<file path="config.mk">
export PLATFORM = sky130hd
export DESIGN_NAME = serial_alu_seq
export DESIGN_NICKNAME = d
export VERILOG_FILES = /design/src/rtl/serial_alu_seq_pkg.sv /design/src/rtl/serial_alu_seq_slice.sv /design/src/rtl/serial_alu_seq.sv
export SDC_FILE = /design/constraint.sdc
export NUM_CORES = 1
export LEC_CHECK = 0
export ABC_AREA = 1
export CORE_ASPECT_RATIO = 1.2
export CORE_MARGIN = 2
export CORE_UTILIZATION = 40
export CTS_CLUSTER_SIZE = 16
export DETAILED_ROUTE_END_ITERATION = 10
export PLACE_DENSITY = 0.73
export SYNTH_ARGS = -nofsm -noshare
export SYNTH_HDL_FRONTEND = slang
export SYNTH_SLANG_ARGS = --single-unit
</file>
<file path="constraint.sdc">
create_clock -name clk -period 8.4 [get_ports clk]
set_clock_uncertainty 0.05 [all_clocks]
set_input_delay 1.26 -clock clk [delete_from_list [all_inputs] [get_ports clk]]
set_output_delay 1.26 -clock clk [all_outputs]
set_load 0.05 [all_outputs]
</file>
<file path="src/rtl/serial_alu_seq_pkg.sv">
// Shared encodings for the bit-serial ALU: op codes {ainvert, binvert, s[1:0]} and FSM states.
package serial_alu_seq_pkg;

  localparam logic [3:0] ALU_AND = 4'b0000;
  localparam logic [3:0] ALU_OR  = 4'b0001;
  localparam logic [3:0] ALU_ADD = 4'b0010;
  localparam logic [3:0] ALU_SUB = 4'b0110;
  localparam logic [3:0] ALU_SLT = 4'b0111;
  localparam logic [3:0] ALU_NOR = 4'b1100;

  typedef enum logic [1:0] {
    ST_IDLE = 2'd0,
    ST_RUN  = 2'd1,
    ST_DONE = 2'd2
  } state_t;

endpackage

</file>
<file path="src/rtl/serial_alu_seq_slice.sv">
// One-bit ALU slice (AND / OR / full-add / less) with optional operand inversion; purely combinational.
module alu_bit_slice (
  input  logic       ainvert,
  input  logic       binvert,
  input  logic       cin,
  input  logic       a,
  input  logic       b,
  input  logic       less,
  input  logic [1:0] s,
  output logic       result,
  output logic       cout,
  output logic       sum
);

  logic w_a;
  logic w_b;

  assign w_a  = a ^ ainvert;
  assign w_b  = b ^ binvert;
  assign sum  = w_a ^ w_b ^ cin;
  assign cout = (w_a & w_b) | (cin & (w_a ^ w_b));

  always_comb begin
    result = 1'b0;
    case (s)
      2'b00:   result = w_a & w_b;
      2'b01:   result = w_a | w_b;
      2'b10:   result = sum;
      default: result = less;
    endcase
  end

endmodule

</file>
<file path="src/rtl/serial_alu_seq.sv">
// Bit-serial ALU: one bit per cycle, LSB first, through a single alu_bit_slice.
// Optional overflow output is enabled by defining SERIAL_ALU_OVF_EN.
module serial_alu_seq
  import serial_alu_seq_pkg::*;
#(
  parameter int WIDTH = 32
) (
  input  logic             clk,
  input  logic             rst,
  input  logic             start,
  input  logic [WIDTH-1:0] a,
  input  logic [WIDTH-1:0] b,
  input  logic [3:0]       op,
  output logic             busy,
  output logic             done,
  output logic [WIDTH-1:0] result,
  output logic             zero
`ifdef SERIAL_ALU_OVF_EN
  , output logic           ovf
`endif
);

  localparam int CNT_W = (WIDTH > 2) ? $clog2(WIDTH) : 1;

  state_t           r_state;
  state_t           w_next;
  logic [CNT_W-1:0] r_cnt;
  logic [WIDTH-1:0] r_a;
  logic [WIDTH-1:0] r_b;
  logic [3:0]       r_op;
  logic             r_carry;
  logic [WIDTH-1:0] r_result;
  logic             r_zero;
  logic [WIDTH-1:0] w_result_next;
  logic             w_accept;
  logic             w_last;
  logic             w_bit;
  logic             w_cout;
  logic             w_sum;
  logic             w_v;

  assign w_accept = (r_state == ST_IDLE) && start;
  assign w_last   = (r_cnt == CNT_W'(WIDTH - 1));
  // On the MSB cycle r_carry is the carry into the MSB, so this is signed overflow
  assign w_v      = r_carry ^ w_cout;

  alu_bit_slice u_slice (
    .ainvert (r_op[3]),
    .binvert (r_op[2]),
    .cin     (r_carry),
    .a       (r_a[r_cnt]),
    .b       (r_b[r_cnt]),
    .less    (1'b0),
    .s       (r_op[1:0]),
    .result  (w_bit),
    .cout    (w_cout),
    .sum     (w_sum)
  );

  always_ff @(posedge clk or posedge rst) begin
    if (rst) r_state <= ST_IDLE;
    else     r_state <= w_next;
  end

  always_comb begin
    w_next = r_state;
    case (r_state)
      ST_IDLE: if (start) w_next = ST_RUN;
      ST_RUN:  if (w_last) w_next = ST_DONE;
      default: w_next = ST_IDLE;
    endcase
  end

  // Less-type ops resolve their sign bit only once the MSB sum and overflow are known
  always_comb begin
    w_result_next        = r_result;
    w_result_next[r_cnt] = w_bit;
    if (w_last && (r_op[1:0] == 2'b11)) w_result_next[0] = w_sum ^ w_v;
  end

  always_ff @(posedge clk) begin
    if (w_accept) begin
      r_a  <= a;
      r_b  <= b;
      r_op <= op;
    end
  end

  always_ff @(posedge clk or posedge rst) begin
    if (rst) begin
      r_cnt    <= '0;
      r_carry  <= 1'b0;
      r_result <= '0;
      r_zero   <= 1'b0;
    end else if (w_accept) begin
      r_cnt    <= '0;
      r_carry  <= op[2];
      r_result <= '0;
      r_zero   <= 1'b0;
    end else if (r_state == ST_RUN) begin
      r_cnt    <= r_cnt + 1'b1;
      r_carry  <= w_cout;
      r_result <= w_result_next;
      if (w_last) r_zero <= (w_result_next == '0);
    end
  end

`ifdef SERIAL_ALU_OVF_EN
  logic r_ovf;

  always_ff @(posedge clk or posedge rst) begin
    if (rst) begin
      r_ovf <= 1'b0;
    end else if (w_accept) begin
      r_ovf <= 1'b0;
    end else if ((r_state == ST_RUN) && w_last) begin
      r_ovf <= ((r_op == ALU_ADD) || (r_op == ALU_SUB)) ? w_v : 1'b0;
    end
  end

  assign ovf = r_ovf;
`endif

  assign busy   = (r_state != ST_IDLE);
  assign done   = (r_state == ST_DONE);
  assign result = r_result;
  assign zero   = r_zero;

endmodule

</file>
## After elaboration in Yosys (flattened, before gate mapping)

Index checks and enable logic that the tools add are counted.

| storage, ports and cells | value |
|---|---|
| register bits | 109 |
| output and inout port bits | 35 |
| word-level logic and storage cells | 61 |
| input bits | 71 |

| cells by class | value |
|---|---|
| reduce and logical (&&, ||, !) cells | 11 |
| bitwise gates (word level) | 10 |
| $lt $le $gt $ge | 2 |
| add/subtract/negate cells | 1 |
| muxes and demuxes | 21 |
| equality and inequality tests | 8 |

Operators with widths:

| cell | number |
|---|---|
| 2-to-1 mux 32 bit | 2 |
| bitwise mux 32 bit | 1 |
| logical NOT 32 bit | 1 |
| binary-select mux 1 bit (select 5 bit) | 2 |
| 2-to-1 mux 5 bit | 2 |
| 2-to-1 mux 1 bit | 9 |
| equality test 2 bit, second input constant | 3 |
| less-than comparator 5 x 6 -> 1 bit, second input constant | 1 |
| nonzero test 2 bit | 3 |
| XOR 1 bit | 6 |
| adder 5 x 1 -> 5 bit, second input constant | 1 |
| demux 1 bit (select 5 bit) | 1 |
| equality test 5 bit, second input constant | 1 |
| >= comparator 5 x 1 -> 1 bit, second input constant | 1 |
| equality test 2 x 1 -> 1 bit, second input constant | 2 |
| logical NOT 2 bit | 2 |
| 2-to-1 mux 2 bit | 2 |
| inequality test 2 bit, second input constant | 2 |
| one-hot mux 2 bit (2 select lines) | 1 |
| AND reduction 2 bit | 2 |
| logical AND 1 bit | 3 |
| one-hot mux 1 bit (3 select lines) | 1 |
| AND 1 bit | 2 |
| OR 1 bit | 2 |

## Depth between registers and ports, before layout

| depth | value |
|---|---|
| depth in word-level cells | 13 |
| depth in mapped cells | 22 |
| mapped depth without buffers | 20 |

## Cells and area by module

A second synthesis with hierarchy kept.

| unflattened totals | value |
|---|---|
| cells, all modules | 541 |
| area, all modules | 5,152.4 um^2 |

Modules (own cells, without submodules):

| module | cells an instance | times used | area an instance (um^2) | sequential area each (um^2) |
|---|---|---|---|---|
| serial_alu_seq | 520 | 1 | 5,027.3 | 3,067.9 |
| alu_bit_slice | 21 | 1 | 125.1 | 0.0 |

## Least setup slack after synthesis

Ideal clock, no wire load.

| timing path | value |
|---|---|
| path type | input port to flip-flop |
| start point | input port start |
| end point | register r_result[0], in the netlist result[0] |
| path slack | 4,751 ps |
| path buffers | 1 |
| arrival | 3,458 ps |
| stages | 6 |
| library setup time | 141 ps |
| required time | 8,209 ps |
| cell sequence | nand2_1 -> inv_1 -> nor2_1 -> clkinv_1 -> clkbuf_1 -> o22ai_1 |

| on the way | value |
|---|---|
| word-level cells in the longest chain between the ends | 2 |
| elaborated cells on any way between the ends | 3 |
| those cells by class | mux: 1; reduce/logical: 2 |

RTL lines:

| what | RTL line | source |
|---|---|---|
| start: declaration | serial_alu_seq.sv:10 | `input logic start,` |
| logical AND 1 bit (*) | serial_alu_seq.sv:42 | `assign w_accept = (r_state == ST_IDLE) && start;` |
| net w_accept | serial_alu_seq.sv:35 | `logic w_accept;` |
| 2-to-1 mux 32 bit / nonzero test 2 bit (equally long branches) | -- |  |
| end signal: assignment | serial_alu_seq.sv:103 | `r_result <= w_result_next;` |
| end: declaration | serial_alu_seq.sv:32 | `logic [WIDTH-1:0] r_result;` |

The timed path passes the listed nets; every way through them passes the cells marked *.
A chain may end at the register's enable or synchronous reset.

## Worst setup path in the final report

| timing path | value |
|---|---|
| start point | register r_cnt[1] |
| end point | register r_zero, in the netlist zero |

| on the way | value |
|---|---|
| word-level cells in the longest chain between the ends | 13 |
| elaborated cells on any way between the ends | 30 |
| those cells by class | order compare: 2; eq/ne: 1; mux: 12; bitwise: 10; reduce/logical: 5 |

RTL lines:

| what | RTL line | source |
|---|---|---|
| start: declaration | serial_alu_seq.sv:27 | `logic [CNT_W-1:0] r_cnt;` |
| start signal: assignment | serial_alu_seq.sv:101 | `r_cnt <= r_cnt + 1'b1;` |
| binary-select mux 1 bit (select 5 bit) (on tied branches) | serial_alu_seq.sv:51, serial_alu_seq.sv:52 |  |
| 2-to-1 mux 1 bit (on tied branches) | serial_alu_seq.sv:51, serial_alu_seq.sv:52 |  |
| XOR 1 bit (on tied branches) | serial_alu_seq_slice.sv:18, serial_alu_seq_slice.sv:19 |  |
| XOR 1 bit | serial_alu_seq_slice.sv:20, serial_alu_seq_slice.sv:21 |  |
| AND 1 bit | serial_alu_seq_slice.sv:21 | `assign cout = (w_a & w_b) \| (cin & (w_a ^ w_b));` |
| OR 1 bit | serial_alu_seq_slice.sv:21 |  |
| XOR 1 bit | serial_alu_seq.sv:45 | `assign w_v = r_carry ^ w_cout;` |
| XOR 1 bit | serial_alu_seq.sv:78 | `if (w_last && (r_op[1:0] == 2'b11)) w_result_next[0] = w_sum ^ w_v;` |
| 2-to-1 mux 1 bit | serial_alu_seq.sv:78 |  |
| logical NOT 32 bit | serial_alu_seq.sv:104 | `if (w_last) r_zero <= (w_result_next == '0);` |
| 2-to-1 mux 1 bit | serial_alu_seq.sv:104 |  |
| 2-to-1 mux 1 bit | serial_alu_seq.sv:100 | `end else if (r_state == ST_RUN) begin` |
| 2-to-1 mux 1 bit | serial_alu_seq.sv:95 | `end else if (w_accept) begin` |
| end signal: assignment | serial_alu_seq.sv:104 |  |
| end: declaration | serial_alu_seq.sv:33 | `logic r_zero;` |

Several ways; a longest one is shown, not always the timed one. The select of a mux whose other input is x is not followed.

==> metrics.txt <==
Max Fanout on Critical Path=27; post-CTS resize count=0; ys flop type=edfxtp_1; initial antenna violation count=0; crit path kind=reg -> reg; Core Region=0.0125 mm^2; I/O Buffers=105; Ant. Diodes=0; fin crit period=4180 ps; area leader, netlist=edfxtp_1; pre-CTS setup slack=4200 ps; Layout Nets=705; Worst IR Drop VDD=0.184 mV; Final setup viols=0; final worst setup slack=4220 ps; Worst Max-Slew Pin Slew=986 ps; first-pass GRT wire length=19600 um; vias in the first global route=4016; EDFF count, synth=68; Pwr Density=388 mW/mm^2; Max-Cap Viols=0; Max-slew headroom=0.340; Synth warnings=0; detailed-route wire length=12000 um; synthesized area=0.00508 mm^2; Top Ports=106; # DRC=0; Synth Instances=525; most used cell, CP=nand2_1; clock sinks=109; worst-path cell with the longest stage delay=dfrtp_1; Sw Ratio=0.468; CTS H-tree lvls=3; RSZ-0062 raised after global routing=false; hpwl dp=8600 um; Clk pin slew, worst setup/hold paths=80 ps; Clock Path Buffers=2; Synth area leaders=edfxtp_1, dfrtp_1, nand2_1; CP Data Arrival Time=4430 ps; crit-path cells=inv_1 -> o21ai_0 -> o22ai_1 -> nand2_1 -> nand2_1 -> nor2_1 -> nand2_1 -> xor2_1 -> inv_1 -> fa_1 -> nand3_2 -> nand3_4 -> o21ai_0 -> nand2_1 -> nor2_1 -> nand3_1 -> nor2_1 -> nand2_1 -> nand2_1; CTS buffer count=9; Yosys top cell area share=0.402; total negative slack=0 ps; Initial Utilization=0.406; die height=127 um; period utilization=0.498; #FFs+latches synth=109; crit start category=flop; Worst setup EP type=flop; ys async rst share=0.376; die width=107 um; Pint=1.36 mW; worst hold-check path type=reg -> reg; Die ar.=0.0136 mm^2; postcts setup bufs=0; Comb power frac=0.508; max-slew violation count=0; antenna viol nets, final=0; syn nets=605; sequential power share=0.314; per-cell routed wire length=15.1 um; layout cells sized above 1=0.0635; CTS tree=done; Max Clk Rate=239 MHz; NetSw=1.20 mW; critical path data required time=8650 ps; library cells used by synthesis=32; area grow syn2layout=29.7%; total number of vias=4016; Iter 0 DRT Violations=227; slowest stage delay, CP=780 ps; sequential fraction of the synthesis area=0.604; hold buffers post-CTS=0; Total GRT Usage=0.185; Detailed Routing Iterations Pass 1=4; Mapped Avg Cell Area=9.67 um^2; post-layout util=0.527; Final Hold Fails=0; status=finished, final reports clean; grt total ovfl=0; via/cell ratio=5.06; Skew-Pair Late Insertion Delay=350 ps; Routability Congestion=0.886; largest net degree at the start of global routing=71; Lkg Pwr=2.59 nW; Root Driver=clkbuf_16; clock share of power=0.178; Std-Cell Rows=45
layer usage:
layer	share of wire	wire length [um]	track usage
met1	0.42	5060	0.231
met2	0.51	6090	0.324
met3	0.048	579	0.0337
met4	0.019	229	0.0611
met5	0	0	0
final cells by class:
class                      instances  area (um^2)
clock buffer                       9          225
clock inverter                     7          103
fill                            1152         5920
inverter                          58          220
multi-input combinational        339         1690
sequential                       109         3070
tap                              164          205
timing repair buffer             108         1070
power by group through the flow:
stage | clock network [mW] | registers [mW] | logic [mW]
finish | 0.454 | 0.802 | 1.30
global route | 0.483 | 0.819 | 1.44
CTS | 0.463 | 0.805 | 1.31
detailed placement | 0 | 0.816 | 1.30
global placement | 0 | 0.810 | 1.28
floorplan | 0 | 1.00 | 0.756
kinds of logic after synthesis:
group / after synthesis / synth area share
xor gates and xnor gates: 4 / 0.00690
buffers and inverters: 77 / 0.0633
adders and majority gates: 9 / 0.0251
and+or+nand+nor: 206 / 0.171
AOI/OAI and AO/OA: 120 / 0.130
DFF: 109 / 0.604
worst paths after layout:
check,startpoint,to,slack (ps),cells past startpoint
max,r_cnt[1],zero,4220,19
max in group asynchronous,rst,result[31],6630,3
max reg2reg,r_cnt[1],zero,4220,19
min,zero,zero,480,2
min in group asynchronous,rst,result[10],1300,3
min reg2reg,zero,zero,480,2
cell usage after synthesis, types with 3 or more instances:
library cell  number
xor2_1             3
dfrtp_1           41
nor2_2             5
nand3_1            9
edfxtp_1          68
nand2_2            4
ha_1               7
inv_2              4
buf_2              8
inv_1             52
clkbuf_1           7
nor2_1            69
o21ai_1           15
o21ai_0           61
o22ai_1           41
nand2_1          106
nand4_1            5
sequential cells by signal, indices dropped and copies added, names as in the netlist:
signal / count
r_a: 32
result: 32
r_carry: 1
r_op: 4
r_cnt: 5
r_b: 32
zero: 1
r_state: 2
critical path, delay by kind of cell, from the launching register on:
kind	cells	cell delay, ps
fa+ha+maj	1	450
buf+inv	2	580
simple gates	12	1320
xor+xnor	1	270
flops	1	780
compound gates	3	650
stage by stage:
stage	cells	area (um^2)	total power, mW	hold WS [ps]
floorplan	525	5080	1.76	497
global route	794	6580	2.74	512
CTS	794	6580	2.58	479
global placement	778	6250	2.09	474
finish	794	6580	2.56	477
detailed placement	778	6250	2.12	456
placed cells by master (no fill, tap or decap), types with 15 or more instances in the layout:
master,instances
nor2_1,69
o21ai_0,61
clkdlybuf4s50_1,105
edfxtp_1,68
inv_1,51
nand2_1,106
o22ai_1,41
o21ai_1,15
dfrtp_1,41
Note: power is estimated with default switching activity, not from simulation.
